`src/rtl/video_timing_analyzer.sv`:
```
// Receive-side timing monitor for an HSync/VSync/DE/RGB panel stream: measures line/frame
// geometry, reports it once per frame, tracks lock, and tags active pixels with X/Y coordinates.
module video_timing_analyzer #(
    parameter int CW          = 11,
    parameter int LOCK_FRAMES = 2
) (
    input  logic          clk,
    input  logic          rst,
    input  logic          hsync_in,
    input  logic          vsync_in,
    input  logic          de_in,
    input  logic [17:0]   rgb_in,
    output logic          pix_valid,
    output logic [CW-1:0] pix_x,
    output logic [CW-1:0] pix_y,
    output logic [17:0]   pix_rgb,
    output logic [CW-1:0] h_active,
    output logic [CW-1:0] h_total,
    output logic [CW-1:0] v_active,
    output logic [CW-1:0] v_total,
    output logic          frame_done,
    output logic          locked,
    output logic          timing_err
);

    localparam logic [CW-1:0] CMAX   = '1;
    localparam logic [CW-1:0] CONE   = {{(CW-1){1'b0}}, 1'b1};
    localparam logic [3:0]    LOCK_N = 4'(LOCK_FRAMES);

    typedef enum logic {WAIT_VS, MEASURE} state_t;
    state_t state;

    function automatic logic [CW-1:0] sat_inc(input logic [CW-1:0] v);
        return (v == CMAX) ? v : v + CONE;
    endfunction

    logic          hs_p0, vs_p0, de_p0;
    logic          hs_p1, vs_p1, de_p1;
    logic [17:0]   rgb_p0;
    logic          hs_fall, vs_fall, de_rise, de_fall;
    logic [CW-1:0] hcnt, h_total_cur, delen, lcnt, de_lines, first_run;
    logic          have_first, line_err, sat, have_prev;
    logic [3:0]    match_cnt;

    logic [CW-1:0] hcnt_nxt, htot_nxt, delen_nxt, lcnt_nxt, dl_nxt, first_nxt;
    logic          have_first_nxt, lerr_nxt, sat_nxt, err_new, good;
    logic [3:0]    match_nxt;

    assign hs_fall = hs_p1 & ~hs_p0;
    assign vs_fall = vs_p1 & ~vs_p0;
    assign de_rise = de_p0 & ~de_p1;
    assign de_fall = de_p1 & ~de_p0;

    // Next-state values include any line/run closing in the vsync cycle, so the report sees them.
    always_comb begin
        hcnt_nxt       = hs_fall ? '0 : sat_inc(hcnt);
        htot_nxt       = hs_fall ? sat_inc(hcnt) : h_total_cur;
        lcnt_nxt       = hs_fall ? sat_inc(lcnt) : lcnt;
        delen_nxt      = de_rise ? CONE : (de_p0 ? sat_inc(delen) : delen);
        dl_nxt         = de_lines;
        first_nxt      = first_run;
        have_first_nxt = have_first;
        lerr_nxt       = line_err;
        if (de_fall) begin
            dl_nxt = sat_inc(de_lines);
            if (!have_first) begin
                first_nxt      = delen;
                have_first_nxt = 1'b1;
            end else if (delen != first_run) begin
                lerr_nxt = 1'b1;
            end
        end
        sat_nxt   = sat | (hcnt == CMAX) | (delen == CMAX) | (lcnt == CMAX) | (de_lines == CMAX);
        err_new   = lerr_nxt | sat_nxt;
        good      = !err_new && have_prev &&
                    (first_nxt == h_active) && (htot_nxt == h_total) &&
                    (dl_nxt == v_active) && (lcnt_nxt == v_total);
        match_nxt = (match_cnt < LOCK_N) ? match_cnt + 4'd1 : match_cnt;
    end

    // p0: pixel data carries no reset
    always_ff @(posedge clk) begin
        rgb_p0 <= rgb_in;
    end

    always_ff @(posedge clk or posedge rst) begin
        if (rst) begin
            state       <= WAIT_VS;
            hs_p0       <= 1'b0;
            vs_p0       <= 1'b0;
            de_p0       <= 1'b0;
            hs_p1       <= 1'b0;
            vs_p1       <= 1'b0;
            de_p1       <= 1'b0;
            hcnt        <= '0;
            h_total_cur <= '0;
            delen       <= '0;
            lcnt        <= '0;
            de_lines    <= '0;
            first_run   <= '0;
            have_first  <= 1'b0;
            line_err    <= 1'b0;
            sat         <= 1'b0;
            have_prev   <= 1'b0;
            match_cnt   <= '0;
            pix_valid   <= 1'b0;
            pix_x       <= '0;
            pix_y       <= '0;
            pix_rgb     <= '0;
            h_active    <= '0;
            h_total     <= '0;
            v_active    <= '0;
            v_total     <= '0;
            frame_done  <= 1'b0;
            locked      <= 1'b0;
            timing_err  <= 1'b0;
        end else begin
            // p0/p1: input register and its delayed copy for edge detection
            hs_p0 <= hsync_in;
            vs_p0 <= vsync_in;
            de_p0 <= de_in;
            hs_p1 <= hs_p0;
            vs_p1 <= vs_p0;
            de_p1 <= de_p0;

            hcnt        <= hcnt_nxt;
            h_total_cur <= htot_nxt;
            delen       <= delen_nxt;
            frame_done  <= 1'b0;

            pix_valid <= de_p0;
            pix_rgb   <= rgb_p0;
            if (de_rise)
                pix_x <= '0;
            else if (de_p0)
                pix_x <= sat_inc(pix_x);
            if (vs_fall)
                pix_y <= '0;
            else if (de_fall)
                pix_y <= sat_inc(pix_y);

            if (vs_fall) begin
                lcnt       <= '0;
                de_lines   <= '0;
                first_run  <= '0;
                have_first <= 1'b0;
                line_err   <= 1'b0;
                sat        <= 1'b0;
                if (state == WAIT_VS) begin
                    state <= MEASURE;
                end else begin
                    frame_done <= 1'b1;
                    h_active   <= first_nxt;
                    h_total    <= htot_nxt;
                    v_active   <= dl_nxt;
                    v_total    <= lcnt_nxt;
                    timing_err <= err_new;
                    have_prev  <= 1'b1;
                    if (good) begin
                        match_cnt <= match_nxt;
                        locked    <= (match_nxt >= LOCK_N);
                    end else begin
                        match_cnt <= '0;
                        locked    <= 1'b0;
                    end
                end
            end else begin
                lcnt       <= lcnt_nxt;
                de_lines   <= dl_nxt;
                first_run  <= first_nxt;
                have_first <= have_first_nxt;
                line_err   <= lerr_nxt;
                sat        <= sat_nxt;
            end
        end
    end

endmodule

```
`config.mk`:
```
export PLATFORM = sky130hd
export DESIGN_NAME = video_timing_analyzer
export DESIGN_NICKNAME = d
export VERILOG_FILES = /design/src/rtl/video_timing_analyzer.sv
export SDC_FILE = /design/constraint.sdc
export NUM_CORES = 1
export LEC_CHECK = 0
export ABC_AREA = 1
export CORE_MARGIN = 4
export CORE_UTILIZATION = 58
export CTS_CLUSTER_SIZE = 16
export DETAILED_ROUTE_END_ITERATION = 7
export GPL_ROUTABILITY_DRIVEN = 0
export PLACE_DENSITY = 0.85
export SYNTH_ARGS = -nofsm -noshare
export SYNTH_HDL_FRONTEND = slang
export SYNTH_SLANG_ARGS = --single-unit
```
`constraint.sdc`:
```
create_clock -name clk -period 8.86 [get_ports clk]
set_input_delay 1.329 -clock clk [delete_from_list [all_inputs] [get_ports clk]]
set_output_delay 1.329 -clock clk [all_outputs]
set_load 0.01 [all_outputs]
```
==> impl_summary.log <==
INFO  metric run_status = complete, no violations
INFO  metric antenna_cells = 0
INFO  metric post_drt_wl_per_cell = 13.5 µm
INFO  metric htree_num_levels = 4
INFO  metric synth_area_leaders = sky130_fd_sc_hd__dfrtp_1 (49%), sky130_fd_sc_hd__nand2_1 (13%), sky130_fd_sc_hd__inv_1 (5.6%)
INFO  metric post_route_cells_drive_above_1_share = 6.33%
INFO  metric p_leak = 0.00490 µW
INFO  metric timing.rr.start = vs_p0
INFO  metric preCtsSetupSlack = 5380 ps
INFO  metric nature_of_the_critical_path_endpoint = asynchronous set/reset pin
INFO  metric overflow = 0
INFO  metric die-height = 130 µm
INFO  metric worstHoldEndpoint = pix_rgb[17]
INFO  metric period_minus_slack = 2930 ps
INFO  metric cap_violations = 0
INFO  metric via_per_inst = 5.25
INFO  metric ys_async_sr_fraction = 90.3%
INFO  metric pwr_density_cell = 201 nW/µm²
INFO  metric synth_enable_flop_cells = 0
INFO  metric drt_iter0_drc = 496
INFO  metric layout.area.seq = 4560 µm²
INFO  metric clock_tree.root_cell = sky130_fd_sc_hd__clkbuf_16
INFO  metric clk_path_buf_depth = 2
INFO  metric min_period_over_period = 33.1%
INFO  metric fill_cell_count = 1073
INFO  metric yosys.cell_count.top_type = sky130_fd_sc_hd__nand2_1
INFO  metric floorplan.die.width = 130 µm
INFO  metric drc_errors = 0
INFO  metric power.ir.vdd_worst = 0.200 mV
INFO  metric post-route-worst-setup-slack = 5930 ps
INFO  metric synth_to_final_area_change = 21.6%
INFO  metric first_global_vias = 6743
INFO  metric multi_input_comb_area = 3420 µm²
INFO  metric synth.cell_area = 8560 µm²
INFO  metric arrival = 3350 ps
INFO  metric tns = 0 ps
INFO  metric std_cell_rows = 44
INFO  metric synth_ff_type = sky130_fd_sc_hd__dfrtp_1
INFO  metric timing.hold.worst.start = rgb_p0[17]
INFO  metric postRouteWirelength = 18.3 mm
INFO  metric cts_tree = built
INFO  metric clkSlewWorstSetupHoldPaths = 70 ps
INFO  metric io-pin-count = 111
INFO  metric grt_setup_unrepaired = false
INFO  metric overall_fraction_of_global_route_tracks_in_use = 23.3%
INFO  metric timing.max_slew.rel_slack = 35.3%
INFO  metric synth.top_cells.by_count = sky130_fd_sc_hd__nand2_1 (303), sky130_fd_sc_hd__dfrtp_1 (168), sky130_fd_sc_hd__inv_1 (127), sky130_fd_sc_hd__nor2_1 (88), sky130_fd_sc_hd__nand3_1 (83)
INFO  metric syn-num-nets = 1074
INFO  metric globalRoute.busiestLayer = met2
INFO  metric detailedRoute.firstPassIterationCount = 5
INFO  metric postCtsSetupBuffers = 0
INFO  metric antenna_violating_nets_post_route = 0
INFO  metric place_area = 9840 µm²
INFO  metric cts-buffers-inserted = 17
INFO  metric final_max_slew_viol_count = 0
INFO  metric syn_area_per_cell = 8.20 µm²
INFO  metric yosysWarnings = 0
INFO  metric grt.met1_usage = 31.2%
INFO  metric synthCells = 1044
INFO  metric nets = 1186
INFO  metric worst_slew_pin_slew = 971 ps
INFO  metric setup.worst_path.start_class = input port
INFO  metric timing.critical_path.fanout_max = 88
INFO  metric final_core_utilization = 71.9%
INFO  metric final_setup_violations = 0
INFO  metric worst_skew_pair.late_latency = 430 ps
INFO  metric port_buffers = 110
INFO  metric start_to_end_type_of_the_worst_setup_path = in2async
INFO  metric critPathRequiredTime = 9280 ps
INFO  metric r2r_cells = 8
INFO  metric synth_seq_cells = 186
INFO  metric vias_post_dr = 7102
INFO  metric min_delay_path_depth = 0
INFO  metric regToRegEndpoint = h_active[4]
INFO  metric clock-sinks = 186
INFO  metric fmax = 0.341 GHz
INFO  metric finalClockSkew = 6.42 ps
INFO  metric grt.met3_usage = 4.82%
INFO  metric grt_pass1_wl = 31.3 mm
INFO  metric cts_hold_buf = 0
INFO  metric yosys.cell_types.count = 40
INFO  metric pin_count_of_the_biggest_net_entering_global_routing = 89
INFO  metric dieArea = 16800 µm²
INFO  metric synth_area_leader_cell = sky130_fd_sc_hd__dfrtp_1
INFO  metric min-delay-path-class = reg2reg
INFO  metric power = 2090 µW
INFO  metric core_area = 14500 µm²
INFO  metric globalRouteMet2Util = 38.3%
INFO  metric post-synth-top-area-fraction = 49.1%
INFO  metric sequential_element_share_of_the_synthesized_area = 53.3%
INFO  metric cts_resized = 0
INFO  metric worst_case_register_to_register_setup_slack = 5930 ps
INFO  metric final_hold_viol_count = 0
INFO  metric initial_core_util = 59.2%
INFO  metric detailed_place_hpwl = 12.7 mm
INFO  metric grt_antenna_before_repair = 0
INFO  metric finalInstanceArea = 10400 µm²
==> state kept, by name, indices dropped and copies added, names as in the netlist, 4 cells and up <==
signal and count:
de_lines 11, delen 11, first_run 11, h_active 11
h_total 11, h_total_cur 11, hcnt 11, lcnt 11
match_cnt 4, pix_rgb 18, pix_x 11, pix_y 11
rgb_p0 18, v_active 11, v_total 11
==> cells in the final DEF (no fill, tap or decap), types with 10 or more instances in the layout <==
cell	synthesis	routed
sky130_fd_sc_hd__inv_1	127	125
sky130_fd_sc_hd__nand2_1	303	303
sky130_fd_sc_hd__nand4_1	21	21
sky130_fd_sc_hd__o21ai_0	69	69
sky130_fd_sc_hd__clkdlybuf4s50_1	0	110
sky130_fd_sc_hd__xor2_1	18	18
sky130_fd_sc_hd__a21oi_1	24	24
sky130_fd_sc_hd__xnor2_1	10	10
sky130_fd_sc_hd__nor2_1	88	86
sky130_fd_sc_hd__nand3_1	83	83
sky130_fd_sc_hd__nand3b_1	13	13
sky130_fd_sc_hd__dfrtp_1	168	168
sky130_fd_sc_hd__dfxtp_1	18	18
sky130_fd_sc_hd__or2_2	15	15
sky130_fd_sc_hd__nor3_1	13	13
sky130_fd_sc_hd__clkbuf_16	0	17
==> metrics by stage <==
stage / hold slack (ps) / instances
global route: 332 / 1353
detailed placement: 320 / 1321
global placement: 317 / 1321
floorplan: 316 / 1044
CTS: 330 / 1353
finish: 328 / 1353
==> power breakdown <==
group | internal (µW) | switching (µW) | leakage [µW] | total, µW
clock network | 397 | 338 | 0.000275 | 735
registers | 922 | 64.0 | 0.00235 | 986
logic | 165 | 205 | 0.00228 | 370
total | 1480 | 606 | 0.00490 | 2090
==> kinds of logic after synthesis <==
logic type	share of synthesized area, %
and+or+nand+nor	28.9
DFF	53.3
buffers and inverters	6.85
AOI/OAI and AO/OA	6.88
xor gates and xnor gates	3.05
adders and majority gates	1.02
==> final cells by class <==
cell class,instances,area share (%)
Tap cell,184,2.21
Multi-Input combinational cell,706,32.8
Clock inverter,13,1.31
Timing Repair Buffer,115,10.9
Inverter,130,4.73
Clock buffer,19,4.16
Sequential cell,186,43.8
==> critical path: stages <==
cell and delay (ps):
sky130_fd_sc_hd__clkdlybuf4s50_1 470, sky130_fd_sc_hd__inv_6 570, sky130_fd_sc_hd__buf_4 870
==> layer usage <==
layer | vias to the layer above | part of all wire (%) | wire length (µm)
met5 | - | 0 | 0
met4 | 0 | 1.7 | 312
met3 | 25 | 4.7 | 851
met2 | 154 | 49 | 8950
met1 | 3366 | 45 | 8140
li1 | 3557 | - | -
==> worst max path at each step <==
stage | start | end | slack, ps | cells past startpoint
after floorplan | rst | de_lines[0] | 2980 | 1
final | rst | delen[10] | 5930 | 3
after global placement | rst | first_run[8] | 5380 | 3
after detailed placement | rst | first_run[8] | 5380 | 3
after CTS | rst | match_cnt[1] | 5860 | 3
after global routing | vs_p0 | h_active[1] | 5570 | 8
(Power assumes the default switching activity.)
